$ cat src/rtl/ccff_loader.sv
// Configuration-chain programmer: serializes bitstream words MSB-first onto ccff_head
// and collects the displaced chain contents from ccff_tail as readback words.
module ccff_loader #(
    parameter int WORD_W    = 8,
    parameter int CHAIN_LEN = 22,
    parameter int CNT_W     = $clog2(CHAIN_LEN + 1)
) (
    input  logic              prog_clk,
    input  logic              pReset,
    input  logic              start,
    input  logic [WORD_W-1:0] cfg_data,
    input  logic              cfg_valid,
    output logic              cfg_ready,
    output logic              ccff_head,
    output logic              chain_shift_en,
    input  logic              ccff_tail,
    output logic [WORD_W-1:0] rb_data,
    output logic              rb_valid,
    output logic              busy,
    output logic              done
);

    localparam int SC_W = $clog2(WORD_W);

    typedef enum logic [1:0] {IDLE, LOAD, FINISH} state_t;

    state_t            state_q, state_d;
    logic [CNT_W-1:0]  bit_cnt_q, bit_cnt_d;
    logic [WORD_W-1:0] sr_q, sr_d;
    logic [SC_W-1:0]   sr_cnt_q, sr_cnt_d;
    logic              head_q, head_d;
    logic              en_q, en_d;
    logic [WORD_W-1:0] rb_sr_q, rb_sr_d;
    logic [SC_W-1:0]   rb_cnt_q, rb_cnt_d;
    logic [WORD_W-1:0] rb_data_q, rb_data_d;
    logic              rb_valid_q, rb_valid_d;
    logic              busy_q, busy_d;
    logic              done_q, done_d;

    logic [31:0]       issued;
    logic [31:0]       take;
    logic [WORD_W-1:0] rb_acc;
    logic              last_bit;
    logic              accept;

    // Bits committed so far: already shifted, on the wire now, and still queued.
    always_comb begin
        issued    = 32'(bit_cnt_q) + 32'(en_q) + 32'(sr_cnt_q);
        take      = (32'(CHAIN_LEN) - issued < 32'(WORD_W)) ? 32'(CHAIN_LEN) - issued
                                                             : 32'(WORD_W);
        cfg_ready = (state_q == LOAD) && (issued < 32'(CHAIN_LEN)) && (sr_cnt_q == '0);
        accept    = cfg_valid && cfg_ready;
        last_bit  = en_q && (bit_cnt_q == CNT_W'(CHAIN_LEN - 1));
        rb_acc    = rb_sr_q | ({ccff_tail, {(WORD_W-1){1'b0}}} >> rb_cnt_q);
    end

    always_comb begin
        state_d    = state_q;
        bit_cnt_d  = bit_cnt_q;
        sr_d       = sr_q;
        sr_cnt_d   = sr_cnt_q;
        head_d     = head_q;
        en_d       = 1'b0;
        rb_sr_d    = rb_sr_q;
        rb_cnt_d   = rb_cnt_q;
        rb_data_d  = rb_data_q;
        rb_valid_d = 1'b0;
        busy_d     = busy_q;
        done_d     = 1'b0;
        case (state_q)
            IDLE: begin
                if (start) begin
                    state_d   = LOAD;
                    bit_cnt_d = '0;
                    busy_d    = 1'b1;
                    rb_sr_d   = '0;
                    rb_cnt_d  = '0;
                end
            end
            LOAD: begin
                if (en_q) begin
                    bit_cnt_d = bit_cnt_q + CNT_W'(1);
                    // A full word, or the final partial one, leaves left-aligned.
                    if ((rb_cnt_q == SC_W'(WORD_W - 1)) || last_bit) begin
                        rb_data_d  = rb_acc;
                        rb_valid_d = 1'b1;
                        rb_sr_d    = '0;
                        rb_cnt_d   = '0;
                    end else begin
                        rb_sr_d  = rb_acc;
                        rb_cnt_d = rb_cnt_q + SC_W'(1);
                    end
                    if (last_bit) begin
                        state_d = FINISH;
                        done_d  = 1'b1;
                        busy_d  = 1'b0;
                    end
                end
                if (sr_cnt_q != '0) begin
                    head_d   = sr_q[WORD_W-1];
                    sr_d     = sr_q << 1;
                    sr_cnt_d = sr_cnt_q - SC_W'(1);
                    en_d     = 1'b1;
                end else if (accept) begin
                    head_d   = cfg_data[WORD_W-1];
                    sr_d     = cfg_data << 1;
                    sr_cnt_d = SC_W'(take - 32'd1);
                    en_d     = 1'b1;
                end
            end
            FINISH: begin
                state_d = IDLE;
                busy_d  = 1'b0;
            end
            default: state_d = IDLE;
        endcase
    end

    always_ff @(posedge prog_clk or posedge pReset) begin
        if (pReset) begin
            state_q    <= IDLE;
            bit_cnt_q  <= '0;
            sr_q       <= '0;
            sr_cnt_q   <= '0;
            head_q     <= 1'b0;
            en_q       <= 1'b0;
            rb_sr_q    <= '0;
            rb_cnt_q   <= '0;
            rb_data_q  <= '0;
            rb_valid_q <= 1'b0;
            busy_q     <= 1'b0;
            done_q     <= 1'b0;
        end else begin
            state_q    <= state_d;
            bit_cnt_q  <= bit_cnt_d;
            sr_q       <= sr_d;
            sr_cnt_q   <= sr_cnt_d;
            head_q     <= head_d;
            en_q       <= en_d;
            rb_sr_q    <= rb_sr_d;
            rb_cnt_q   <= rb_cnt_d;
            rb_data_q  <= rb_data_d;
            rb_valid_q <= rb_valid_d;
            busy_q     <= busy_d;
            done_q     <= done_d;
        end
    end

    assign ccff_head      = head_q;
    assign chain_shift_en = en_q;
    assign rb_data        = rb_data_q;
    assign rb_valid       = rb_valid_q;
    assign busy           = busy_q;
    assign done           = done_q;

endmodule

$ cat config.mk
export PLATFORM = sky130hd
export DESIGN_NAME = ccff_loader
export DESIGN_NICKNAME = d
export VERILOG_FILES = /design/src/rtl/ccff_loader.sv
export SDC_FILE = /design/constraint.sdc
export NUM_CORES = 1
export LEC_CHECK = 0
export ABC_CLOCK_PERIOD_IN_PS = 4400
export BUFFER_PORTS_ARGS = -buffer_cell sky130_fd_sc_hd__buf_2
export CORE_MARGIN = 5
export CORE_UTILIZATION = 60
export CTS_BUF_LIST = sky130_fd_sc_hd__clkbuf_8
export DETAILED_ROUTE_END_ITERATION = 8
export GPL_ROUTABILITY_DRIVEN = 1
export PLACE_DENSITY = 0.9
export SETUP_SLACK_MARGIN = 0.4
export SYNTH_ARGS = -nofsm -noshare
export SYNTH_HDL_FRONTEND = slang
export SYNTH_SLANG_ARGS = --single-unit
$ cat constraint.sdc
create_clock -name prog_clk -period 4.4 [get_ports prog_clk]
set_input_delay 0.88 -clock prog_clk [delete_from_list [all_inputs] [get_ports prog_clk]]
set_output_delay 0.88 -clock prog_clk [all_outputs]
set_load 0.02 [all_outputs]
==> summary.txt <==
Global route
  – Vias in the first global route: 1,909
  – First-pass GRT wire length: 8638 um
  – GRT Total Usage: 20.74%
  – Largest net degree at the start of global routing: 42
  – Initial antenna violation count: 0
  – Total grt overflow: 0

Yosys
  – Post-synth ARST share: 100.0%
  – Synth top area cells: dfrtp_1 (43%), ha_1 (6.8%), a21oi_1 (6.5%), nor2_1 (4.7%), mux2i_1 (3.8%)
  – Syn avg cell area: 9.406 sq um
  – Syn Inst Count: 255
  – Count of cell types in the netlist: 51
  – Compound-Gate Fraction of Synth Area: 20.24%
  – Seq/Total Area, Yosys: 42.78%
  – Mux cell area share after synthesis: 4.225%
  – Main flop type after synthesis: dfrtp_1
  – Adder-cell share of the synthesized area: 8.451%
  – #FFs+latches synth: 41
  – Xor and xnor fraction of the mapped netlist area: 2.139%
  – Netlist Area Pre-Place: 2399 sq um
  – Largest family of logic cells by synthesized area: compound AO/OA/AOI/OAI gates
  – Area leader, netlist: dfrtp_1
  – Syn Nets: 283
  – Post-synth EDFFs: 0
  – Synth warnings: 0
  – Top-area cell type share of the netlist area: 42.78%
  – Post-Synth Simple-Gate Area: 17.27%

Placed design
  – Number of port buffers: 26
  – Placer congestion estimate: 0.8793
  – Placed cell areas: 2546 sq um
  – Hpwl dp: 3572 um
  – Post-Place Setup Slack: 0.8502 ns

Worst setup path
  – Worst path required time: 3.52 ns
  – Buffers and inverters on the worst path: 3
  – Top delay family on crit path: adder cells
  – CP endpoint kind: output pin
  – Crit path kind: reg2out
  – Crit-path cells: fa_1 > inv_1 > fa_1 > inv_1 > ha_1 > a32oi_2 > o21ai_2 > a21o_1 > nor2_1 > buf_2
  – CP max-delay cell: dfrtp_1
  – Worst endpoint data arrival time: 2.74 ns
  – CP peak stage delay: 0.55 ns
  – Max FO, Critical Path: 12
  – Worst R2R Setup Slack: 0.81 ns
  – CP Launch Type: flop

STA
  – Worst slew margin: 33.88%
  – Final Hold Fails: 0
  – # setup viols final: 0
  – Tmin final: 3.622 ns
  – Fin worst setup slack: 0.7782 ns
  – Hold Slack: 0.5029 ns
  – Max Slew Vio Count: 0
  – Worst Tran Pin Value: 0.9882 ns
  – RSZ-0062 raised after global routing: no
  – Final setup TNS: 0 ns
  – Fmax: 276.1 MHz
  – Clock Skews: 0.005824 ns
  – Fin crit share: 82.31%

Routing
  – DRC viols: 0
  – Initial detailed-routing violation count: 141
  – Vias after detailed routing: 1,929
  – Vias per inst: 5.863
  – DRT Pass-1 Iters: 4
  – Wirelength, routed: 5116 um
  – Post-route ant nets: 0
  – WL/cell: 15.55 um

Floorplanning
  – FP Rows: 23
  – Die Wd: 73.23 um
  – Io pins: 27
  – Die area: 5362 sq um
  – Initial core utilization: 60.84%
  – Die H: 73.23 um
  – Core area: 3943 sq um

CTS
  – Worst-path clk slew: 0.08 ns
  – Clock Tree Buf Depth: 2
  – CTS Hold Bufs: 0
  – CTS sink cnt: 41
  – Cts bufs inserted: 5
  – Clock Tree Root: clkbuf_8
  – # Post-CTS Setup Buffers: 0
  – Post-CTS sizing: 0
  – CTS tree: done
  – Clk_lat worst skew: 0.30 ns
  – # H-tree levels: 2

Hold path
  – Min-Delay Path Class: reg2reg

Power
  – Leak Pwr: 1.201 nW
  – PD cells: 742.6 nW/um^2
  – Total power: 0.001962 W
  – VDD IR-drop max: 297.3 uV

Final layout
  – Synth-to-Final Area Change: 10.17%
  – Most frequent cells in the layout: dfrtp_1 (41), a21oi_1 (31), nor2_1 (30)
  – Fin area: 2643 sq um
  – Share of post-route cells with drive strength above 1: 16.49%
  – Final nets: 306
  – Ant diodes: 0
  – Most common cell after layout, fill and taps aside: dfrtp_1

Run
  – Maxcap violations: 0

Outcome
  – Status: completed
-- power by group --
part           switching (W)  internal [W]
logic               0.000659      0.000436
registers           0.000123      0.000484
clock network       0.000133      0.000127
total               0.000915       0.00105
-- worst paths after layout --
| path | from | endpoint | depth (start not counted) |
|---|---|---|---|
| max | chain_shift_en | cfg_ready | 10 |
| min | rb_sr_q[5] | rb_sr_q[5] | 2 |
| max reg2reg | chain_shift_en | sr_cnt_q[2] | 14 |
| min reg2reg | rb_sr_q[5] | rb_sr_q[5] | 2 |
| max in group asynchronous | pReset | busy | 3 |
| min in group asynchronous | pReset | sr_q[6] | 3 |
-- per-stage QoR --
step                      cells  util [%]
after floorplan             255         -
after global placement      321     64.58
after detailed placement    321     64.58
after CTS                   329     67.03
after global routing        329     67.03
final                       329     67.03
-- state kept, by name, indices dropped and copies added (netlist names) --
signal          cells
bit_cnt_q           5
busy                1
ccff_head           1
chain_shift_en      1
done                1
rb_cnt_q            3
rb_data             8
rb_sr_q             8
rb_valid            1
sr_cnt_q            3
sr_q                7
state_q             2
-- logic make-up after synthesis --
| kind of cell | Yosys count |
|---|---|
| AOI/OAI and AO/OA | 76 |
| xor gates and xnor gates | 5 |
| adders and majority gates | 15 |
| buffers and inverters | 27 |
| DFF | 41 |
| muxes | 10 |
| and+or+nand+nor | 81 |
-- per-layer routing --
layer / GRT usage, % / up-vias / part of all wire, %
met2: 34.36 / 51 / 51
met5: 0 / - / 0
met1: 26.54 / 914 / 42
met4: 6.762 / 0 / 1.6
li1: - / 955 / -
met3: 5.096 / 9 / 5.5
-- synthesized netlist by cell type, types with 7 or more instances --
library cell,instances
dfrtp_1,41
a21oi_1,31
nor2_1,30
ha_1,13
inv_1,13
nand3_1,10
mux2i_1,9
nand2_1,8
nor2b_1,8
o21ai_1,8
o21ai_0,7
-- worst min-delay path, cell delays in order (launching register included) --
cell     delay, ns
dfrtp_1       0.35
a21oi_1       0.04
nor2_1        0.07
-- cell type report --
type / count / area (sq um)
well taps: 50 / 62.56
clock inverters: 2 / 13.76
clock buffers: 6 / 82.58
inverters: 15 / 57.56
repair buffers: 28 / 145.1
flip-flops and latches: 41 / 1026
multi-input cells: 187 / 1255
fillers: 303 / 1300
Power figures use the tool's default switching activity.
